`src/rtl/befehl_laden_pkg.sv`:
```
// befehl_laden_pkg: shared types and constants for the instruction-fetch stage.
//   zustand_t           fetch FSM state encoding (IDLE, WAIT, DONE)
//   NOP_BEFEHL_DEFAULT  instruction word delivered after an abandoned fetch
//   ZAEHLER_BREITE      width of the fetch timeout counter
//   WORT_BREITE         instruction / address word width
package befehl_laden_pkg;

  localparam int unsigned WORT_BREITE    = 32;
  localparam int unsigned ZAEHLER_BREITE = 16;

  localparam logic [WORT_BREITE-1:0] NOP_BEFEHL_DEFAULT = 32'h0000_0000;

  typedef enum logic [1:0] {
    IDLE = 2'd0,
    WAIT = 2'd1,
    DONE = 2'd2
  } zustand_t;

endpackage

```
`src/rtl/befehl_laden_zeitueberwachung.sv`:
```
// zeitueberwachung: clearable up-counter with a terminal-count flag, used to
// bound how long a fetch may wait for instruction memory.
// Ports:
//   Clock       rising-edge clock
//   Reset       asynchronous active-low reset (counter to 0)
//   Loeschen    synchronous clear, has priority over Zaehlen
//   Zaehlen     increment enable
//   Endstand_c  high while the count equals ENDWERT (decoded from the counter only)
module zeitueberwachung
  import befehl_laden_pkg::*;
#(
  parameter int unsigned ENDWERT = 255
) (
  input  logic Clock,
  input  logic Reset,
  input  logic Loeschen,
  input  logic Zaehlen,
  output logic Endstand_c
);

  logic [ZAEHLER_BREITE-1:0] zaehlerStand;

  // Counter register
  always_ff @(posedge Clock or negedge Reset) begin
    if (!Reset) begin
      zaehlerStand <= '0;
    end else if (Loeschen) begin
      zaehlerStand <= '0;
    end else if (Zaehlen) begin
      zaehlerStand <= zaehlerStand + ZAEHLER_BREITE'(1);
    end
  end

  assign Endstand_c = (zaehlerStand == ZAEHLER_BREITE'(ENDWERT));

endmodule

```
`src/rtl/befehl_laden.sv`:
```
// befehl_laden: instruction-fetch stage. On a fetch request it reads one word
// from instruction memory at PC over a request/ready bus, latches it into
// Befehl and pulses BefehlGeladen for one cycle.
// Optional feature macro: BEFEHL_TIMEOUT_EN (abandon a fetch after
// TIMEOUT_ZYKLEN wait cycles, deliver NOP_BEFEHL and set the sticky Fehler).
// Ports:
//   Clock             rising-edge clock
//   Reset             asynchronous active-low reset
//   LoadBefehlSignal  fetch request level from the control FSM
//   PC                byte address to fetch (sampled on IDLE->WAIT only)
//   SpeicherDaten     memory read data
//   SpeicherBereit    memory ready, data valid in the same cycle
//   SpeicherAdresse   registered memory address
//   SpeicherLesen     memory read request (high throughout WAIT)
//   Befehl            latched instruction word
//   BefehlGeladen     one-cycle completion pulse
//   Fehler            sticky timeout flag (constant 0 without the timeout feature)
module befehl_laden
  import befehl_laden_pkg::*;
#(
  parameter int unsigned            TIMEOUT_ZYKLEN = 255,
  parameter logic [WORT_BREITE-1:0] NOP_BEFEHL     = NOP_BEFEHL_DEFAULT
) (
  input  logic                   Clock,
  input  logic                   Reset,
  input  logic                   LoadBefehlSignal,
  input  logic [WORT_BREITE-1:0] PC,
  input  logic [WORT_BREITE-1:0] SpeicherDaten,
  input  logic                   SpeicherBereit,
  output logic [WORT_BREITE-1:0] SpeicherAdresse,
  output logic                   SpeicherLesen,
  output logic [WORT_BREITE-1:0] Befehl,
  output logic                   BefehlGeladen,
  output logic                   Fehler
);

  zustand_t zustand;
  logic     zeitAbgelaufen;

  // Elaboration-time guard on the timeout parameter range
  if ((TIMEOUT_ZYKLEN == 0) || (TIMEOUT_ZYKLEN > 65535)) begin : g_parameterPruefung
    $error("befehl_laden: TIMEOUT_ZYKLEN out of range 1..65535");
  end

`ifdef BEFEHL_TIMEOUT_EN
  logic zaehlerLoeschen;
  logic zaehlerZaehlen;

  // Counter restarts on WAIT entry and counts WAIT cycles without ready
  assign zaehlerLoeschen = (zustand == IDLE) && LoadBefehlSignal;
  assign zaehlerZaehlen  = (zustand == WAIT) && !SpeicherBereit;

  zeitueberwachung #(
    .ENDWERT (TIMEOUT_ZYKLEN)
  ) u_zeitueberwachung (
    .Clock      (Clock),
    .Reset      (Reset),
    .Loeschen   (zaehlerLoeschen),
    .Zaehlen    (zaehlerZaehlen),
    .Endstand_c (zeitAbgelaufen)
  );

  // Sticky timeout flag; ready in the terminal cycle suppresses it
  always_ff @(posedge Clock or negedge Reset) begin
    if (!Reset) begin
      Fehler <= 1'b0;
    end else if ((zustand == WAIT) && !SpeicherBereit && zeitAbgelaufen) begin
      Fehler <= 1'b1;
    end
  end
`else
  assign zeitAbgelaufen = 1'b0;
  assign Fehler         = 1'b0;
`endif

  // Fetch FSM with registered bus and completion outputs
  always_ff @(posedge Clock or negedge Reset) begin
    if (!Reset) begin
      zustand         <= IDLE;
      SpeicherAdresse <= '0;
      SpeicherLesen   <= 1'b0;
      Befehl          <= '0;
      BefehlGeladen   <= 1'b0;
    end else begin
      case (zustand)
        IDLE: begin
          BefehlGeladen <= 1'b0;
          if (LoadBefehlSignal) begin
            SpeicherAdresse <= PC;
            SpeicherLesen   <= 1'b1;
            zustand         <= WAIT;
          end
        end
        WAIT: begin
          // The read is never aborted by the request dropping; only ready or timeout end it
          if (SpeicherBereit) begin
            Befehl        <= SpeicherDaten;
            SpeicherLesen <= 1'b0;
            BefehlGeladen <= 1'b1;
            zustand       <= DONE;
          end else if (zeitAbgelaufen) begin
            Befehl        <= NOP_BEFEHL;
            SpeicherLesen <= 1'b0;
            BefehlGeladen <= 1'b1;
            zustand       <= DONE;
          end
        end
        DONE: begin
          BefehlGeladen <= 1'b0;
          zustand       <= IDLE;
        end
        default: begin
          SpeicherLesen <= 1'b0;
          BefehlGeladen <= 1'b0;
          zustand       <= IDLE;
        end
      endcase
    end
  end

endmodule

```
`config.mk`:
```
export PLATFORM = sky130hd
export DESIGN_NAME = befehl_laden
export DESIGN_NICKNAME = d
export VERILOG_FILES = /design/src/rtl/befehl_laden_pkg.sv /design/src/rtl/befehl_laden_zeitueberwachung.sv /design/src/rtl/befehl_laden.sv
export SDC_FILE = /design/constraint.sdc
export NUM_CORES = 1
export LEC_CHECK = 0
export ABC_CLOCK_PERIOD_IN_PS = 3500
export CORE_MARGIN = 3
export CORE_UTILIZATION = 42
export CTS_CLUSTER_DIAMETER = 30
export DETAILED_ROUTE_END_ITERATION = 7
export PLACE_DENSITY = 0.81
export SYNTH_ARGS = -nofsm -noshare
export SYNTH_HDL_FRONTEND = slang
export SYNTH_SLANG_ARGS = --single-unit
```
`constraint.sdc`:
```
create_clock -name Clock -period 3.5 [get_ports Clock]
set_clock_uncertainty 0.05 [all_clocks]
set_input_delay 0.525 -clock Clock [delete_from_list [all_inputs] [get_ports Clock]]
set_output_delay 0.525 -clock Clock [all_outputs]
set_load 0.005 [all_outputs]
```
# Word level (Yosys, flattened, before mapping)
# Cells that the tools add are included.
dict set report totals {
  regBits 68
  elab_cells 23
}
dict set report op_classes {
  n_eq_ne 4
  muxes 8
  bitwise_logic 1
  reduce_logical 5
}
# operator count
set op_table {}
lappend op_table {{$reduce_and 2->1} 3}
lappend op_table {{$mux 1} 4}
lappend op_table {{$mux 2} 2}
lappend op_table {{$ne 2x2->1 const B} 2}
lappend op_table {{$pmux 2 s2} 1}
lappend op_table {{$pmux 1 s3} 1}
lappend op_table {{$reduce_and 3->1} 1}
lappend op_table {{$eq 2x1->1 const B} 1}
lappend op_table {{$eq 2x2->1 const B} 1}
lappend op_table {{$logic_not 2->1} 1}
lappend op_table {{$not 1->1} 1}

# Depth between registers and ports, before layout
dict set report depth {
  depth_word 3
  mapped_depth 4
  ltp_nobuf 3
}

# Worst setup path after synthesis
# No wires, ideal clock.
dict set report synth_path {
  path_kind {in2reg}
  start {input port LoadBefehlSignal}
  end {register SpeicherAdresse[19]}
  setup_time_ns 0.125
  arrival_time_ns 1.309
  required_ns 3.325
  setup_slack_ns 2.017
  stages 3
  n_path_buf 1
  path_cell_list {nor3b_4 -> buf_6 -> mux2_2}
}
dict set report synth_between {
  elab_chain_len 1
}
# item line
set synth_lines {}
lappend synth_lines {{start, declared} befehl_laden.sv:26} ;# input logic LoadBefehlSignal,
lappend synth_lines {{$reduce_and 2->1 (no source line)} --}
lappend synth_lines {{end signal, assigned} befehl_laden.sv:80} ;# SpeicherAdresse <= '0;
lappend synth_lines {{end signal, assigned} befehl_laden.sv:89} ;# SpeicherAdresse <= PC;
lappend synth_lines {{end, declared} befehl_laden.sv:30} ;# output logic [WORT_BREITE-1:0] SpeicherAdresse,
# No other way between the ends.
# A chain may end at the register's enable or synchronous reset.

# Worst setup path in the final report
dict set report layout_path {
  start {input port LoadBefehlSignal}
  end {register SpeicherAdresse[31]}
}
# The elaborated chain is that of the path after synthesis.

==> out/results.txt <==
Ports: 135
Initial core utilization: 43.6%
Final nets: 359
Routed vias: 1738
Sw Share: 24.0%
Initial antenna violation count: 0
Internal: 1.94 mW
Post-route antenna net violation count: 0
Die Wd: 84.6 microns
Main area contributors after synthesis: dfrtp_1, mux2_2, buf_6
Seq/Total Area, Yosys: 65.6%
Count of warnings emitted by yosys: 0
Post-CTS Resized: 0
Fillers: 436
Combinational share of power: 35.1%
Vias in the first global route: 1911
Primary FF master, synth: dfrtp_1
Synth top area share: 65.6%
Max Buffers Root-to-Sink: 2
Critical path arrival: 1.99 ns
DP Wirelength: 4150 microns
Clk root buf: clkbuf_8
Skew-Pair Late Insertion Delay: 0.32 ns
Actual transition at the worst max-transition pin: 0.625 ns
Synth top cells by count: dfrtp_1, mux2_2, buf_6
Synthesized area: 2590 sq um
Die ar.: 7160 sq um
Setup-failing EPs final: 0
Peak supply drop: 0.387 mV
Share of flip-flops with an asynchronous set or reset: 100%
Setup bufs post-CTS: 0
Status: complete, no violations
Synth area leader: dfrtp_1
Yosys reg bits: 68
Gate Count Post-Synth: 151
Setup CP Type: input port to flip-flop
Global-route wire length before repair: 9130 microns
Pre-antenna DRT Iters: 4
Syn avg cell area: 17.2 sq um
CTS buffer count: 9
Fin. max-slew vios: 0
Final period utilization: 52.4%
Total power: 2.55 mW
Worst Setup End Kind: flip-flop
Vias/cell: 4.74
Post-synth EDFFs: 0
Tot GR Track Use: 16.4%
Setup_tns: 0 ns
Ant. Diodes: 0
Layout overhead on the synthesized area: 58.3%
Crit path launch: LoadBefehlSignal
GP Congestion: 0.658
Die Height: 84.6 microns
NetSw: 612 uW
Clock Power Share: 20.0%
Post-synth cell types: 16
Leakage power: 1.72 nW
Final Critical Period: 1.83 ns
Sequential power share: 44.9%
Wirelength per Cell: 15.3 microns
Initial detailed-routing violation count: 21
Crit start category: input port
CTS sink count: 68
Share of layout cells above drive strength 1: 26.7%
Top achievable clock speed: 545 MHz
Max Cap Violations: 0
Fin. Hold Viols: 0
H-tree Lvls: 3
Reg2Reg Launch Point: zustand[0]
Worst EP required: 3.65 ns
Post-Route WL: 5620 microns
Pin count of the biggest net entering global routing: 34
Worst min path class: input port to asynchronous set/reset pin
RSZ-0062 raised after global routing: false
CTS Hold Bufs: 0
Clk pin slew, worst setup/hold paths: 0.06 ns
GRT overflow: 0
Cell with the most instances after synthesis: dfrtp_1
Critical path peak fanout: 32
Syn nets: 219
Slew headroom: 58.3%
Rows: 28
Port bufs: 133
TritonCTS clock tree: done
Power per cell area: 621 nW/um^2
# DRC: 0
Core footprint: 5960 sq um
-- routing by layer --
layer  wire (microns)  GRT usage (%)  part of all wire, %
met5                0              0                    0
met2             2760           25.4                   49
met1             2200           20.4                   39
met3              561           6.48                   10
met4              103           7.34                  1.8
-- power by group through the flow --
stage | Clock [mW] | Combinational [mW] | Sequential (mW)
6_report | 0.510 | 0.896 | 1.14
2_1_floorplan | 0 | 0.279 | 1.17
4_1_cts | 0.533 | 0.915 | 1.15
3_3_place_gp | 0 | 0.892 | 1.15
3_5_place_dp | 0 | 0.910 | 1.16
5_1_grt | 0.564 | 0.959 | 1.18
-- per-stage QoR --
step	instances	area, sq um	hold slack, ns	util (%)	worst slack, ns
finish	367	4110	0.163	69.0	1.67
floorplan	151	2590	0.179	-	2.02
detailed placement	355	3960	0.436	66.5	1.33
global route	367	4110	0.208	69.0	1.62
CTS	367	4110	0.172	69.0	1.68
global placement	355	3960	0.416	66.5	1.35
-- layout by cell type, fill, tap and decap left out, drive strengths merged, types with 2 or more instances in the layout --
| cell type | Yosys | routed |
|---|---|---|
| buf | 7 | 4 |
| inv | 3 | 3 |
| clkbuf | 0 | 12 |
| dfrtp | 68 | 68 |
| clkdlybuf4s50 | 0 | 132 |
| nand3 | 2 | 2 |
| mux2 | 64 | 64 |
-- cell families (layout without fill, tap and decap cells) --
kind of cell	after synthesis	in the layout	synth area share, %
AO/OA/AOI/OAI	3	3	0.771
buffers and inverters	10	151	3.33
flip-flops	68	68	65.6
multiplexers	65	65	28.4
other	1	1	0.145
AND/OR/NAND/NOR	4	4	1.74
-- layout make-up --
class / count / area, sq um / share of cell area [%]
well taps: 75 / 93.8 / 2.28
multi-input cells: 73 / 807 / 19.6
repair buffers: 136 / 1350 / 32.8
inverters: 3 / 11.3 / 0.274
flip-flops and latches: 68 / 1700 / 41.4
clock buffers: 12 / 145 / 3.53
-- critical path: stages --
cell	delay (ns)
clkdlybuf4s50_1	0.50
nor3b_4	0.18
buf_4	0.38
mux2_2	0.38
-- state kept, by name, indices dropped and copies added, names as in the netlist --
name and flops:
Befehl 32, SpeicherAdresse 32, zustand 2, BefehlGeladen 1, SpeicherLesen 1
-- worst paths after layout --
check                                       to  slack [ns]  depth (start not counted)
setup / recovery           SpeicherAdresse[31]        1.67                          4
hold / removal              SpeicherAdresse[7]        0.16                          1
setup reg to reg           SpeicherAdresse[31]        1.87                          3
hold reg to reg            SpeicherAdresse[18]        0.44                          1
max in group asynchronous  SpeicherAdresse[15]        2.46                          2
min in group Clock         SpeicherAdresse[18]        0.44                          1
Note: power is estimated with default switching activity, not from simulation.
